--- config.mk ---
export PLATFORM = sky130hd
export DESIGN_NAME = uart_control_tx
export DESIGN_NICKNAME = d
export VERILOG_FILES = /design/src/rtl/uart_control_tx.sv
export SDC_FILE = /design/constraint.sdc
export NUM_CORES = 1
export LEC_CHECK = 0
export ABC_AREA = 1
export CORE_ASPECT_RATIO = 1.4
export CORE_MARGIN = 2
export CORE_UTILIZATION = 42
export DETAILED_ROUTE_END_ITERATION = 7
export GPL_TIMING_DRIVEN = 0
export PLACE_DENSITY = 0.66
export REMOVE_ABC_BUFFERS = 1
export SETUP_SLACK_MARGIN = 0.02
export SLEW_MARGIN = 25
export SYNTH_ARGS = -nofsm -noshare
export SYNTH_HDL_FRONTEND = slang
export SYNTH_SLANG_ARGS = --single-unit
--- constraint.sdc ---
create_clock -name clock -period 1.46 [get_ports clock]
set_input_delay 0.292 -clock clock [delete_from_list [all_inputs] [get_ports clock]]
set_output_delay 0.292 -clock clock [all_outputs]
set_load 0.005 [all_outputs]
--- src/rtl/uart_control_tx.sv ---
// uart_control_tx
//   Transmit side of the UART control-frame link. On a send request it latches
//   the link configuration and shifts out the 6-byte frame
//     AA 55 CTRL_HI CTRL_LO CHECKSUM 55
//   LSB first, with one start bit and an idle-high stop/gap period per byte.
//   Bit timing comes from a 16x-baud enable tick supplied by the divider.
//
//   Optional feature macro: UART_CTRL_TX_PARITY_EN
//     defined     -> an even-parity bit follows the 8 data bits of every byte
//     not defined -> data bits go straight to the stop period
//
// Ports
//   clock        in   system clock, rising edge
//   reset_n      in   synchronous active-low reset
//   bps_tick     in   1-cycle enable at 16x baud
//   send         in   frame request, only looked at while idle
//   baudrate     in   [3:0] baud code      -> control[11:8]
//   data_width   in   [1:0] width code     -> control[5:4]
//   stop         in   [1:0] stop code      -> control[3:2]
//   parity_check in   [1:0] parity code    -> control[1:0]
//   tx           out  serial line, idle high
//   busy         out  frame in progress
//   done         out  1-cycle pulse at the end of the last stop period
module uart_control_tx #(
  parameter int unsigned OVERSAMPLE = 16,
  parameter int unsigned STOP_TICKS = 32
) (
  input  logic       clock,
  input  logic       reset_n,
  input  logic       bps_tick,
  input  logic       send,
  input  logic [3:0] baudrate,
  input  logic [1:0] data_width,
  input  logic [1:0] stop,
  input  logic [1:0] parity_check,
  output logic       tx,
  output logic       busy,
  output logic       done
);

  localparam int unsigned TW = $clog2(STOP_TICKS + 1);
  localparam logic [TW-1:0] BIT_LAST  = TW'(OVERSAMPLE - 1);
  localparam logic [TW-1:0] STOP_LAST = TW'(STOP_TICKS - 1);

  typedef enum logic [2:0] {
    IDLE   = 3'd0,
    START  = 3'd1,
    DATA   = 3'd2,
    PARITY = 3'd3,
    STOP   = 3'd4
  } state_t;

  state_t          state_r;
  logic [TW-1:0]   tick_cnt_r;
  logic [2:0]      bit_cnt_r;
  logic [2:0]      byte_idx_r;
  logic [7:0]      ctrl_hi_r;
  logic [7:0]      ctrl_lo_r;
  logic            tx_r;
  logic            busy_r;
  logic            done_r;

  logic [7:0]      cur_byte_s;
  logic [2:0]      next_bit_s;
  logic            bit_end_s;
  logic            stop_end_s;

`ifdef UART_CTRL_TX_PARITY_EN
  // Even parity: the extra bit makes the total count of ones even.
  function automatic logic even_parity(input logic [7:0] b);
    return ^b;
  endfunction
`endif

  // Select the byte currently on the wire from the latched control word.
  always_comb begin
    cur_byte_s = 8'hFF;
    case (byte_idx_r)
      3'd0:    cur_byte_s = 8'hAA;
      3'd1:    cur_byte_s = 8'h55;
      3'd2:    cur_byte_s = ctrl_hi_r;
      3'd3:    cur_byte_s = ctrl_lo_r;
      3'd4:    cur_byte_s = ctrl_hi_r + ctrl_lo_r;  // checksum wraps mod 256
      3'd5:    cur_byte_s = 8'h55;
      default: cur_byte_s = 8'hFF;
    endcase
  end

  // Tick-count end conditions and the index of the data bit that goes out next.
  always_comb begin
    next_bit_s = bit_cnt_r + 3'd1;
    bit_end_s  = bps_tick && (tick_cnt_r == BIT_LAST);
    stop_end_s = bps_tick && (tick_cnt_r == STOP_LAST);
  end

  // Frame sequencer: state, counters, latched config and registered outputs.
  always_ff @(posedge clock) begin
    if (!reset_n) begin
      state_r    <= IDLE;
      tick_cnt_r <= '0;
      bit_cnt_r  <= 3'd0;
      byte_idx_r <= 3'd0;
      ctrl_hi_r  <= 8'h00;
      ctrl_lo_r  <= 8'h00;
      tx_r       <= 1'b1;
      busy_r     <= 1'b0;
      done_r     <= 1'b0;
    end else begin
      done_r <= 1'b0;
      // Counter advances on every tick; each end-of-period branch clears it.
      if (bps_tick) begin
        tick_cnt_r <= tick_cnt_r + {{(TW-1){1'b0}}, 1'b1};
      end
      case (state_r)
        IDLE: begin
          tx_r       <= 1'b1;
          busy_r     <= 1'b0;
          tick_cnt_r <= '0;
          if (send) begin
            ctrl_hi_r  <= {4'b0000, baudrate};
            ctrl_lo_r  <= {2'b00, data_width, stop, parity_check};
            byte_idx_r <= 3'd0;
            bit_cnt_r  <= 3'd0;
            busy_r     <= 1'b1;
            tx_r       <= 1'b0;
            state_r    <= START;
          end
        end
        START: begin
          if (bit_end_s) begin
            tick_cnt_r <= '0;
            bit_cnt_r  <= 3'd0;
            tx_r       <= cur_byte_s[0];
            state_r    <= DATA;
          end
        end
        DATA: begin
          if (bit_end_s) begin
            tick_cnt_r <= '0;
            if (bit_cnt_r == 3'd7) begin
`ifdef UART_CTRL_TX_PARITY_EN
              tx_r    <= even_parity(cur_byte_s);
              state_r <= PARITY;
`else
              tx_r    <= 1'b1;
              state_r <= STOP;
`endif
            end else begin
              bit_cnt_r <= next_bit_s;
              tx_r      <= cur_byte_s[next_bit_s];
            end
          end
        end
`ifdef UART_CTRL_TX_PARITY_EN
        PARITY: begin
          if (bit_end_s) begin
            tick_cnt_r <= '0;
            tx_r       <= 1'b1;
            state_r    <= STOP;
          end
        end
`endif
        STOP: begin
          if (stop_end_s) begin
            tick_cnt_r <= '0;
            if (byte_idx_r == 3'd5) begin
              busy_r  <= 1'b0;
              done_r  <= 1'b1;
              tx_r    <= 1'b1;
              state_r <= IDLE;
            end else begin
              byte_idx_r <= byte_idx_r + 3'd1;
              tx_r       <= 1'b0;
              state_r    <= START;
            end
          end
        end
        default: begin
          tick_cnt_r <= '0;
          busy_r     <= 1'b0;
          tx_r       <= 1'b1;
          state_r    <= IDLE;
        end
      endcase
    end
  end

  assign tx   = tx_r;
  assign busy = busy_r;
  assign done = done_r;

endmodule

==> run summary <==
During placement, the flow inserted port buffers numbering 16. Summing all placed instances gives a cell area of 1960 um2. STA classifies the critical path startpoint as a flip-flop. Prior to clock tree synthesis, the placed netlist has a worst setup slack of -0.428 ns.

The count of clock tree sinks is 28, and the worst reg-to-reg setup slack is -0.20 ns. Yosys mapped a number of flops with a built-in enable equal to 0. The die covers 4710 um2.

The tools report the end of the worst hold path as tick_cnt_r[1]. The path depth of the worst reg2reg path is 10, and the final-report setup violation count is 4. The total vias in the final route was 1688; the critical path arrival was 1.84 ns. The most numerous cell in the Yosys netlist is sky130_fd_sc_hd__nand2_1.

The design draws 2.36 mW. The violation count after the first detailed-route iteration is 32, and the number of warnings issued by yosys is 0. The synthesized netlist devotes 9.72% of its cell area to adder and majority cells. In this run the count of I/O pins placed on the die edge is 17.

The via count of the first global-routing pass came out at 1657. The biggest fanout along the worst timing path was 2; the core area was 3950 um2. The total count of max-transition violations in the final report was 0; the chip height was 80.4 um. The tools report the H-tree depth as 1. The initialized floorplan defines 27 standard-cell rows.

Hold repair after CTS inserted 0 buffers. The tightest min-delay check is of the input pin to flip-flop type. The worst hold path passes through 2 cells. The area share of and/or/nand/nor cells after synthesis works out to 35.0%.

For the global-route usage over all layers, the log shows 18.3%. Buffers inserted during clock tree synthesis total 3. The critical path is of the flip-flop to flip-flop type. Entering global routing, the biggest net connects 17 pins. The count of nets left with antenna violations once routing finished came out at 0. The hold violation count in the final report is 0, and the portion of the clock cycle consumed by the worst path in the final layout is 114%.

The antenna diode count came out at 0. The logs give 2250 um2 for the cell area after layout and 0.839 for the placer's final routability congestion estimate. In this run, synthesis produced a sequential element count of 28. For the number of inserted filler cells in the final layout, the log shows 380.

For this run, design rule violations remaining after detail routing come to 0. In the synthesized netlist, the cells that appear most often are sky130_fd_sc_hd__nand2_1, sky130_fd_sc_hd__nor2_1, sky130_fd_sc_hd__inv_1, sky130_fd_sc_hd__dfxtp_1, sky130_fd_sc_hd__nand3_1. For this run, the top clock speed supported by timing is 603 MHz. Before antenna repair, the detailed router went through 4 iterations. The final reports fail on negative setup slack. The origin of the critical flop-to-flop path was ctrl_hi_r[0]. The unique cell type count in the Yosys netlist came out at 33. Max-cap violations in this run came to 0. Setup repair after global routing could not meet its margin everywhere. After layout, the minimum clock period comes to 1.66 ns.

The initial antenna violation count was 0; the detail-routed via count per cell was 5.21. Data on the critical path is required at its endpoint by 1.64 ns. From synthesis to final layout, the design area changed by 28.4%.

Buffer cell driving the clock tree root: sky130_fd_sc_hd__clkbuf_8. The clock slew at the register clock pins of the worst setup and hold paths was 0.09 ns. The total power per unit cell area is 1050 nW/um2. From left edge to right edge, the die measures 58.6 um.

The top cell type by area accounts for 32.0% of the synthesized area. Yosys attributes the largest share of cell area to sky130_fd_sc_hd__dfxtp_1, sky130_fd_sc_hd__nand2_1, sky130_fd_sc_hd__ha_1. The fraction of layout instances using a drive strength above 1 came out at 26.0%.

The run finished, with violations left. The first global-routing pass estimated 6.84 mm of wire. The transition time at the pin with the least slew margin came out at 0.566 ns. For this configuration, the core starts out at a cell density of 44.3%. Detailed placement finished with a half-perimeter wire length of 2.85 mm. After Yosys synthesis, XOR and XNOR cells account for 1.00% of the synthesized area.

For this block, the routed nets add up to 3.89 mm of wire. Hold timing on the final database bottoms out at a slack of 0.456 ns. Global routing finished with a remaining overflow of 0. Summed over all instances, the cell type with the most area after synthesis is sky130_fd_sc_hd__dfxtp_1. Mean area per synthesized cell: 7.00 um2. By area, the combinational part of the netlist is dominated by simple AND/OR/NAND/NOR gates.

For the worst-skew pair, the clock arrives at the later sink with an insertion delay of 0.27 ns. Most frequently used flop master after synthesis: sky130_fd_sc_hd__dfxtp_1. For this design the static power due to leakage is 0.949 nW.

Cells fill 56.9% of the core in the end. The synthesized netlist devotes 14.3% of its cell area to compound gates. Clock skew on the completed layout was measured at 0.00431 ns. The endpoint of the most critical register-to-register path is tx. TritonCTS built the clock tree. Counting along the longest clock path gives a buffer depth of 2.

The max-slew headroom at the worst pin is 62.2%, and the synthesized netlist cell count is 250. For this run, asynchronously set or reset flops after synthesis account for 0%. The worst-case setup margin in the final layout is -0.199 ns, and the synthesized area is 1750 um2.

The hold path startpoint was bps_tick. The multiplexer share of the synthesized area works out to 0%. IR analysis of the VDD net gives a maximum drop of 0.746 mV. STA classifies the critical path endpoint as a flip-flop. At the end of the flow, the number of nets in the layout was 309. For this run, the register share of the synthesized area comes to 32.0%. In the final routed layout, each cell accounts on average for 12.0 um.
-- area by class of cell --
type                       instances  area [um2]  area share [%]
tap                               43        53.8            2.39
inverter                          35         135            6.01
multi-input combinational        185        1170            51.9
sequential                        28         573            25.5
clock buffer                       4        55.1            2.45
timing repair buffer              29         264            11.7
-- timing repair --
action	in CTS	in global routing
resized for setup	22	25
setup endpoints to repair	25	24
setup buffers	10	3
gates cloned	0	0
pin swaps	13	9
-- sequential cells by signal (all words and copies together), names as in the netlist --
name,count
ctrl_lo_r,6
tx,1
busy,1
tick_cnt_r,6
byte_idx_r,3
bit_cnt_r,3
state_r,3
done,1
ctrl_hi_r,4
-- power by group --
| part | internal [mW] | leakage [nW] | switching (mW) |
|---|---|---|---|
| combinational | 0.399 | 0.687 | 0.522 |
| sequential | 0.864 | 0.233 | 0.0918 |
| clock | 0.242 | 0.0288 | 0.236 |
-- placed cells by master (no fill, tap or decap), types with 2 or more instances in the layout --
cell type	synthesis	routed
sky130_fd_sc_hd__clkbuf_8	0	4
sky130_fd_sc_hd__dfxtp_2	0	7
sky130_fd_sc_hd__ha_2	0	3
sky130_fd_sc_hd__nand2_2	5	9
sky130_fd_sc_hd__nand2_4	2	2
sky130_fd_sc_hd__clkdlybuf4s50_1	0	12
sky130_fd_sc_hd__o21ai_0	16	13
sky130_fd_sc_hd__nor2_1	33	33
sky130_fd_sc_hd__buf_4	0	13
sky130_fd_sc_hd__a21oi_1	22	19
sky130_fd_sc_hd__o21ai_1	2	5
sky130_fd_sc_hd__nand3_2	3	9
sky130_fd_sc_hd__nor3_1	3	3
sky130_fd_sc_hd__nor2_4	2	3
sky130_fd_sc_hd__inv_2	4	8
sky130_fd_sc_hd__inv_1	31	26
sky130_fd_sc_hd__nand4_1	2	2
sky130_fd_sc_hd__dfxtp_1	28	20
sky130_fd_sc_hd__ha_4	0	2
sky130_fd_sc_hd__ha_1	12	7
sky130_fd_sc_hd__dlymetal6s2s_1	0	3
sky130_fd_sc_hd__nand2_1	44	39
sky130_fd_sc_hd__nand3_1	24	18
sky130_fd_sc_hd__a21oi_2	1	4
-- worst max-delay path, cell delays in order, from the launching register on --
cell                      delay, ns
sky130_fd_sc_hd__dfxtp_2       0.36
sky130_fd_sc_hd__ha_4          0.14
sky130_fd_sc_hd__inv_2         0.03
sky130_fd_sc_hd__fa_2          0.51
sky130_fd_sc_hd__nor2_1        0.04
sky130_fd_sc_hd__nor2_1        0.10
sky130_fd_sc_hd__nand2_1       0.07
sky130_fd_sc_hd__nand3_1       0.06
sky130_fd_sc_hd__nand3_1       0.09
sky130_fd_sc_hd__nand3_2       0.10
sky130_fd_sc_hd__a21oi_2       0.05
-- worst max path at each step --
stage                 start           end  slack (ns)  depth (start not counted)
2_1_floorplan  ctrl_hi_r[0]            tx       -0.14                         13
3_3_place_gp       bps_tick  bit_cnt_r[2]       -0.41                          9
3_5_place_dp       bps_tick  bit_cnt_r[2]       -0.43                          9
4_1_cts        ctrl_lo_r[0]            tx       -0.24                         13
5_1_grt        ctrl_hi_r[0]            tx       -0.30                         13
6_report       ctrl_hi_r[0]            tx       -0.20                         10
-- stage by stage --
stage	instances	setup TNS [ns]
floorplan	248	-0.229
global placement	307	-8.22
detailed placement	307	-8.33
CTS	321	-0.549
global route	324	-1.32
finish	324	-0.449
-- cells by family after synthesis --
| logic type | after synthesis |
|---|---|
| simple gates | 125 |
| compound gates | 45 |
| buf+inv | 37 |
| flops | 28 |
| fa+ha+maj | 13 |
| xor+xnor | 2 |
-- routing by layer --
metal | track usage [%] | up-vias | share of wire [%]
met3 | 2.25 | 5 | 2.0
met2 | 34.0 | 18 | 52
met4 | 6.74 | 0 | 1.2
met5 | 0 | - | 0
li1 | - | 883 | -
met1 | 20.7 | 782 | 44
Note: power is estimated with default switching activity, not from simulation.
